===== src/rtl/mult_control.sv =====
// mult_control: add/shift multiplier sequencer (clear, N_BITS add+shift iterations, subtract on the final add)
module mult_control #(
  parameter int N_BITS = 8
) (
  input  logic Clk,
  input  logic Reset,
  input  logic Run,
  input  logic ClearA_LoadB,
  input  logic M,
  output logic Clr_Ld,
  output logic Clr_XA,
  output logic Add_En,
  output logic Sub_En,
  output logic Shift_En,
  output logic Done
);
  typedef enum logic [2:0] {IDLE, CLEAR, ADD, SHIFT, DONE} state_t;
  localparam int CW = $clog2(N_BITS);
  localparam logic [CW-1:0] LAST = CW'(N_BITS - 1);
  state_t state, state_nxt;
  logic [CW-1:0] cnt, cnt_nxt;
  logic is_last;
  logic clr_ld, clr_xa, add_en, sub_en, shift_en, done;
  assign is_last = cnt == LAST;
  always_ff @(posedge Clk or negedge Reset)
    if (!Reset) begin
      state <= IDLE;
      cnt <= '0;
    end else begin
      state <= state_nxt;
      cnt <= cnt_nxt;
    end
  always_comb begin
    state_nxt = IDLE;
    cnt_nxt = cnt;
    clr_ld = 1'b0;
    clr_xa = 1'b0;
    add_en = 1'b0;
    sub_en = 1'b0;
    shift_en = 1'b0;
    done = 1'b0;
    case (state)
      IDLE: begin
        clr_ld = ClearA_LoadB & ~Run;
        state_nxt = Run ? CLEAR : IDLE;
      end
      CLEAR: begin
        clr_xa = 1'b1;
        cnt_nxt = '0;
        state_nxt = ADD;
      end
      ADD: begin
        add_en = M & ~is_last;
        sub_en = M & is_last;
        state_nxt = SHIFT;
      end
      SHIFT: begin
        shift_en = 1'b1;
        cnt_nxt = is_last ? cnt : cnt + 1'b1;
        state_nxt = is_last ? DONE : ADD;
      end
      DONE: begin
        done = 1'b1;
        state_nxt = Run ? DONE : IDLE;
      end
      default: state_nxt = IDLE;
    endcase
  end
  assign Clr_Ld = clr_ld & Reset;
  assign Clr_XA = clr_xa & Reset;
  assign Add_En = add_en & Reset;
  assign Sub_En = sub_en & Reset;
  assign Shift_En = shift_en & Reset;
  assign Done = done & Reset;
endmodule


===== config.mk =====
export PLATFORM = sky130hd
export DESIGN_NAME = mult_control
export DESIGN_NICKNAME = d
export VERILOG_FILES = /design/src/rtl/mult_control.sv
export SDC_FILE = /design/constraint.sdc
export NUM_CORES = 1
export LEC_CHECK = 0
export BUFFER_PORTS_ARGS = -buffer_cell sky130_fd_sc_hd__buf_2
export CAP_MARGIN = 10
export CELL_PAD_IN_SITES_DETAIL_PLACEMENT = 0
export CELL_PAD_IN_SITES_GLOBAL_PLACEMENT = 1
export CORE_AREA = 2 2 39 41
export CTS_CLUSTER_DIAMETER = 150
export CTS_CLUSTER_SIZE = 28
export DETAILED_ROUTE_END_ITERATION = 10
export DIE_AREA = 0 0 41 43
export PLACE_DENSITY = 0.61
export SYNTH_ARGS = -nofsm -noshare
export SYNTH_HDL_FRONTEND = slang
export SYNTH_SLANG_ARGS = --single-unit

===== constraint.sdc =====
create_clock -name Clk -period 3.06 [get_ports Clk]
set_clock_uncertainty 0.15 [all_clocks]
set_input_delay 0.459 -clock Clk [delete_from_list [all_inputs] [get_ports Clk]]
set_output_delay 0.459 -clock Clk [all_outputs]
set_load 0.05 [all_outputs]

Word level (Yosys, flattened, before mapping):

Cells that the tools add are included.

* word-level logic and storage cells: 35
* ROM bits: 0
* memories kept: 0
* bits in latches: 0
* bits in registers: 6
* output and inout bits: 6
* bits in writable memories: 0
* input bits: 5

* reductions and logical operators: 3
* equality and inequality tests: 6
* shift-type cells: 0
* $mul: 0
* $add $sub $neg: 1
* order comparisons: 0
* multiplexer cells: 12
* bitwise gates (word level): 11
* divide/modulo/power cells: 0

Operator list (count)
* case mux 3 bit (5 select lines): 1
* AND 1 bit: 9
* 2-to-1 mux 3 bit: 3
* 2-to-1 mux 1 bit: 7
* equality test 3 x 2 -> 1 bit, second input constant: 2
* equality test 3 bit, second input constant: 2
* case mux 3 bit (2 select lines): 1
* adder 3 x 1 -> 3 bit, second input constant: 1
* equality test 3 x 1 -> 1 bit, second input constant: 1
* zero test 3 bit: 1
* inequality test 2 bit, second input constant: 1
* inverter 1 bit: 2
* AND reduction 2 bit: 1
* nonzero test 2 bit: 1

Logic depth before layout (Yosys ltp):

* depth in word-level cells: 5
* mapped depth: 5
* mapped depth without buffers: 5

Least setup slack after synthesis:

No wires, ideal clock.

* path kind: register to output
* start point: reg cnt[0]
* end point: out Add_En
* buffers on the path: 0
* data required time: 2451 ps
* cell stages (with the launch flop): 4
* slack: 151 ps
* arrival time: 2300 ps
* path through: dfrtp_1 -> ha_1 -> ha_1 -> nor4_1

* longest elaborated chain between the ends: 5

Ends and longest elaborated chain
* start, declared: line 21 `logic [CW-1:0] cnt, cnt_nxt;`
* start signal, assigned: line 31 `cnt <= cnt_nxt;`
* equality test 3 bit: line 24 `assign is_last = cnt == LAST;`
* inverter 1 bit: line 53 `add_en = M & ~is_last;`
* AND 1 bit: line 53
* 2-to-1 mux 1 bit: line 42 `case (state)`
* AND 1 bit: line 71 `assign Add_En = add_en & Reset;`
* end, declared: line 12 `output logic Add_En,`

No other way between the ends.

Worst setup path in the final report:

* start point: in Reset
* end point: out Add_En

* longest elaborated chain between the ends: 1

Ends and longest elaborated chain
* start, declared: line 6 `input logic Reset,`
* AND 1 bit: line 71

No other way between the ends.

==> metrics.md <==
| Metric | Value |
|---|---|
| GRT overflow | `0` |
| Area growth, synth to finish | `28.4%` |
| Crit path DAT | `1.77 ns` |
| Final setup viols | `0` |
| Setup_tns | `0 ns` |
| Clock Path Buffers | `2` |
| R2r endpoint | `cnt[2]` |
| Status | `completed` |
| Dpl cell area | `432 µm²` |
| Number of global-route vias before repair | `334` |
| FP Rows | `14` |
| Worst endpoint required time | `2.45 ns` |
| Largest family of logic cells by synthesized area | `simple AND/OR/NAND/NOR gates` |
| Dpl cells | `66` |
| Clk pin slew, worst setup/hold paths | `0.05 ns` |
| Final-stage net count | `64` |
| Die ar. | `0.00176 mm²` |
| Via density | `4.63` |
| IO Pins | `11` |
| Clock Power Share | `0.177` |
| Largest net degree at the start of global routing | `11` |
| Min Clock Period, post-route | `2.38 ns` |
| Endpoint class of the critical path | `primary output` |
| Non-filler cells, final | `70` |
| Synthesized flop and latch total | `6` |
| Pwr/cell area | `910 mW/mm²` |
| Post-synthesis sequential area ratio | `0.415` |
| Worst hold start | `Run` |
| Synth Area per Inst | `9.04 µm²` |
| Post-DRT Antenna Nets | `0` |
| CP Launch Type | `primary input` |
| Initial antenna violation count | `0` |
| Adder-cell share of the synthesized area | `0.104` |
| Fin. Hold Viols | `0` |
| Seq pwr share | `0.378` |
| Syn Nets | `48` |
| GP Congestion | `0.650` |
| CP Launch Point | `Reset` |
| Die extent in y | `43 µm` |
| Pins Over Slew Limit | `0` |
| CTS tree | `yes` |
| Antenna Cells | `0` |
| Maximum vdd drop | `0.337 mV` |
| Mapped cell area | `362 µm²` |
| Core footprint | `0.00138 mm²` |
| CTS sink count | `6` |
| Leak | `0.243 nW` |
| Number of iterations in the first detailed-routing pass | `1` |
| Share of layout cells above drive strength 1 | `0.333` |
| Hold crit path type | `in2reg` |
| Netlist cell types | `17` |
| Post-synthesis compound-gate area fraction | `0.0969` |
| Worst Hold Endpoint | `state[0]` |
| Post-Synth XOR/XNOR Area | `0` |
| Skew-Pair Late Insertion Delay | `0.24 ns` |
| Hold slack | `0.345 ns` |
| Fillers | `147` |
| DRC Markers | `0` |
| Worst Hold Path Cells | `3` |
| Routed WL | `780 µm` |
| Worst flop-to-flop path startpoint | `cnt[0]` |
| Logic pwr share | `0.446` |
| Post-synthesis mux area share | `0` |
| CTS root buffer | `clkbuf_4` |
| Initial core utilization | `0.261` |
| Initial DRC Count | `0` |
| Headroom to the max-slew limit | `0.819` |
| Post-DR wirelength/cell | `11.1 µm` |
| Design area | `464 µm²` |
| Die W | `41 µm` |
| Hpwl dp | `567 µm` |
| RSZ-0062 raised after global routing | `false` |
| Internal power | `0.000236 W` |
| Fin crit share | `0.777` |
| Gr usage total | `0.115` |
| Sw power | `0.000187 W` |
| Port bufs | `10` |
| Syn Inst Count | `40` |
| Max-cap viol count | `0` |
| R2R setup slack | `1.54 ns` |
| Worst reg-to-reg path cell count | `5` |
| Simple-Gate Fraction of Synth Area | `0.374` |
| Switching portion of total power | `0.442` |
| DR vias | `324` |
| Yosys warnings | `0` |
| Fmax | `420 MHz` |
| H-tree depth | `1` |
| Crit Path Max Fanout | `10` |
| First-pass GRT wire length | `1.33 mm` |
| CTS buffer count | `3` |
| CP Class | `in2out` |
| Worst-margin pin slew | `0.272 ns` |
[cells by family after synthesis]
| kind of cell | Yosys count |
|---|---|
| and+or+nand+nor | 23 |
| DFF | 6 |
| adders and majority gates | 3 |
| AOI/OAI and AO/OA | 7 |
| buffers and inverters | 1 |
[registers in the layout, indices dropped and copies added, names as in the netlist]
register	flops
state	3
cnt	3
[worst max path at each step]
stage	endpoint	slack [ns]	depth (start not counted)
after detailed placement	Sub_En	1.09	5
after global placement	Add_En	1.12	4
after CTS	Sub_En	0.67	5
after global routing	Sub_En	0.58	5
after floorplan	Add_En	0.15	3
final	Add_En	0.68	5
[through the flow]
| step | power, W | setup WS, ns | util |
|---|---|---|---|
| floorplan | 0.000304 | 0.151 | - |
| global placement | 0.000354 | 1.12 | 0.312 |
| detailed placement | 0.000351 | 1.09 | 0.312 |
| CTS | 0.000433 | 0.666 | 0.335 |
| global route | 0.000475 | 0.583 | 0.335 |
| finish | 0.000423 | 0.681 | 0.335 |
[final cells by class]
class / count / area, µm² / share of cell area
multi-input cells: 33 / 208 / 0.447
clock buffers: 3 / 22.5 / 0.0485
repair buffers: 11 / 60.1 / 0.129
well taps: 16 / 20.0 / 0.0431
flip-flops and latches: 6 / 150 / 0.323
inverters: 1 / 3.75 / 0.00809
[layout by cell type, fill, tap and decap left out]
cell            n
and4_1          1
nand2b_2        2
nor3_1          3
clkbuf_4        3
nand3_1         1
and2_2          1
nor4_1          2
nand2_1         5
dlygate4sd3_1   1
o21ai_1         3
dfrtp_1         6
nor2_1          4
ha_1            3
o21ai_0         4
or2b_1          1
buf_2          10
inv_1           1
and3_1          1
nand2b_4        1
and3_2          1
[synthesized netlist by cell type, drive strengths merged]
master,n,area [µm²]
inv,1,3.75
nand2,5,18.8
o21ai,7,35.0
dfrtp,6,150
nor2,4,15.0
nor3,3,15.0
or2b,1,7.51
and3,2,13.8
and4,1,8.76
nor4,2,12.5
nand3,1,5.00
and2,1,7.51
nand2b,3,31.3
ha,3,37.5
[routing by layer]
layer | part of all wire | global-route usage | vias to the layer above | wire length, µm
li1 | - | - | 172 | -
met1 | 0.47 | 0.141 | 142 | 369
met2 | 0.45 | 0.166 | 8 | 353
met3 | 0.067 | 0.0314 | 2 | 52
met4 | 0.0051 | 0.0800 | 0 | 4
met5 | 0 | 0 | - | 0
[power by group through the flow]
stage	registers (W)	clock network (W)	logic, W
floorplan	0.000147	0	0.000156
global placement	0.000161	0	0.000192
detailed placement	0.000161	0	0.000191
CTS	0.000159	0.0000813	0.000193
global route	0.000167	0.0000892	0.000219
finish	0.000160	0.0000747	0.000188
[timing repair]
item	in CTS	in global routing
hold buffers	1	0
endpoints found under the hold margin	6	0
setup buffers	0	0
resized for setup	0	0
endpoints found under the setup margin	0	0
[critical path, stage by stage]
cell and delay [ns]:
dlygate4sd3_1 0.52, buf_2 0.22, nand2_1 0.09, nor4_1 0.17
buf_2 0.30
No activity file was read; power rests on OpenSTA's default activity.
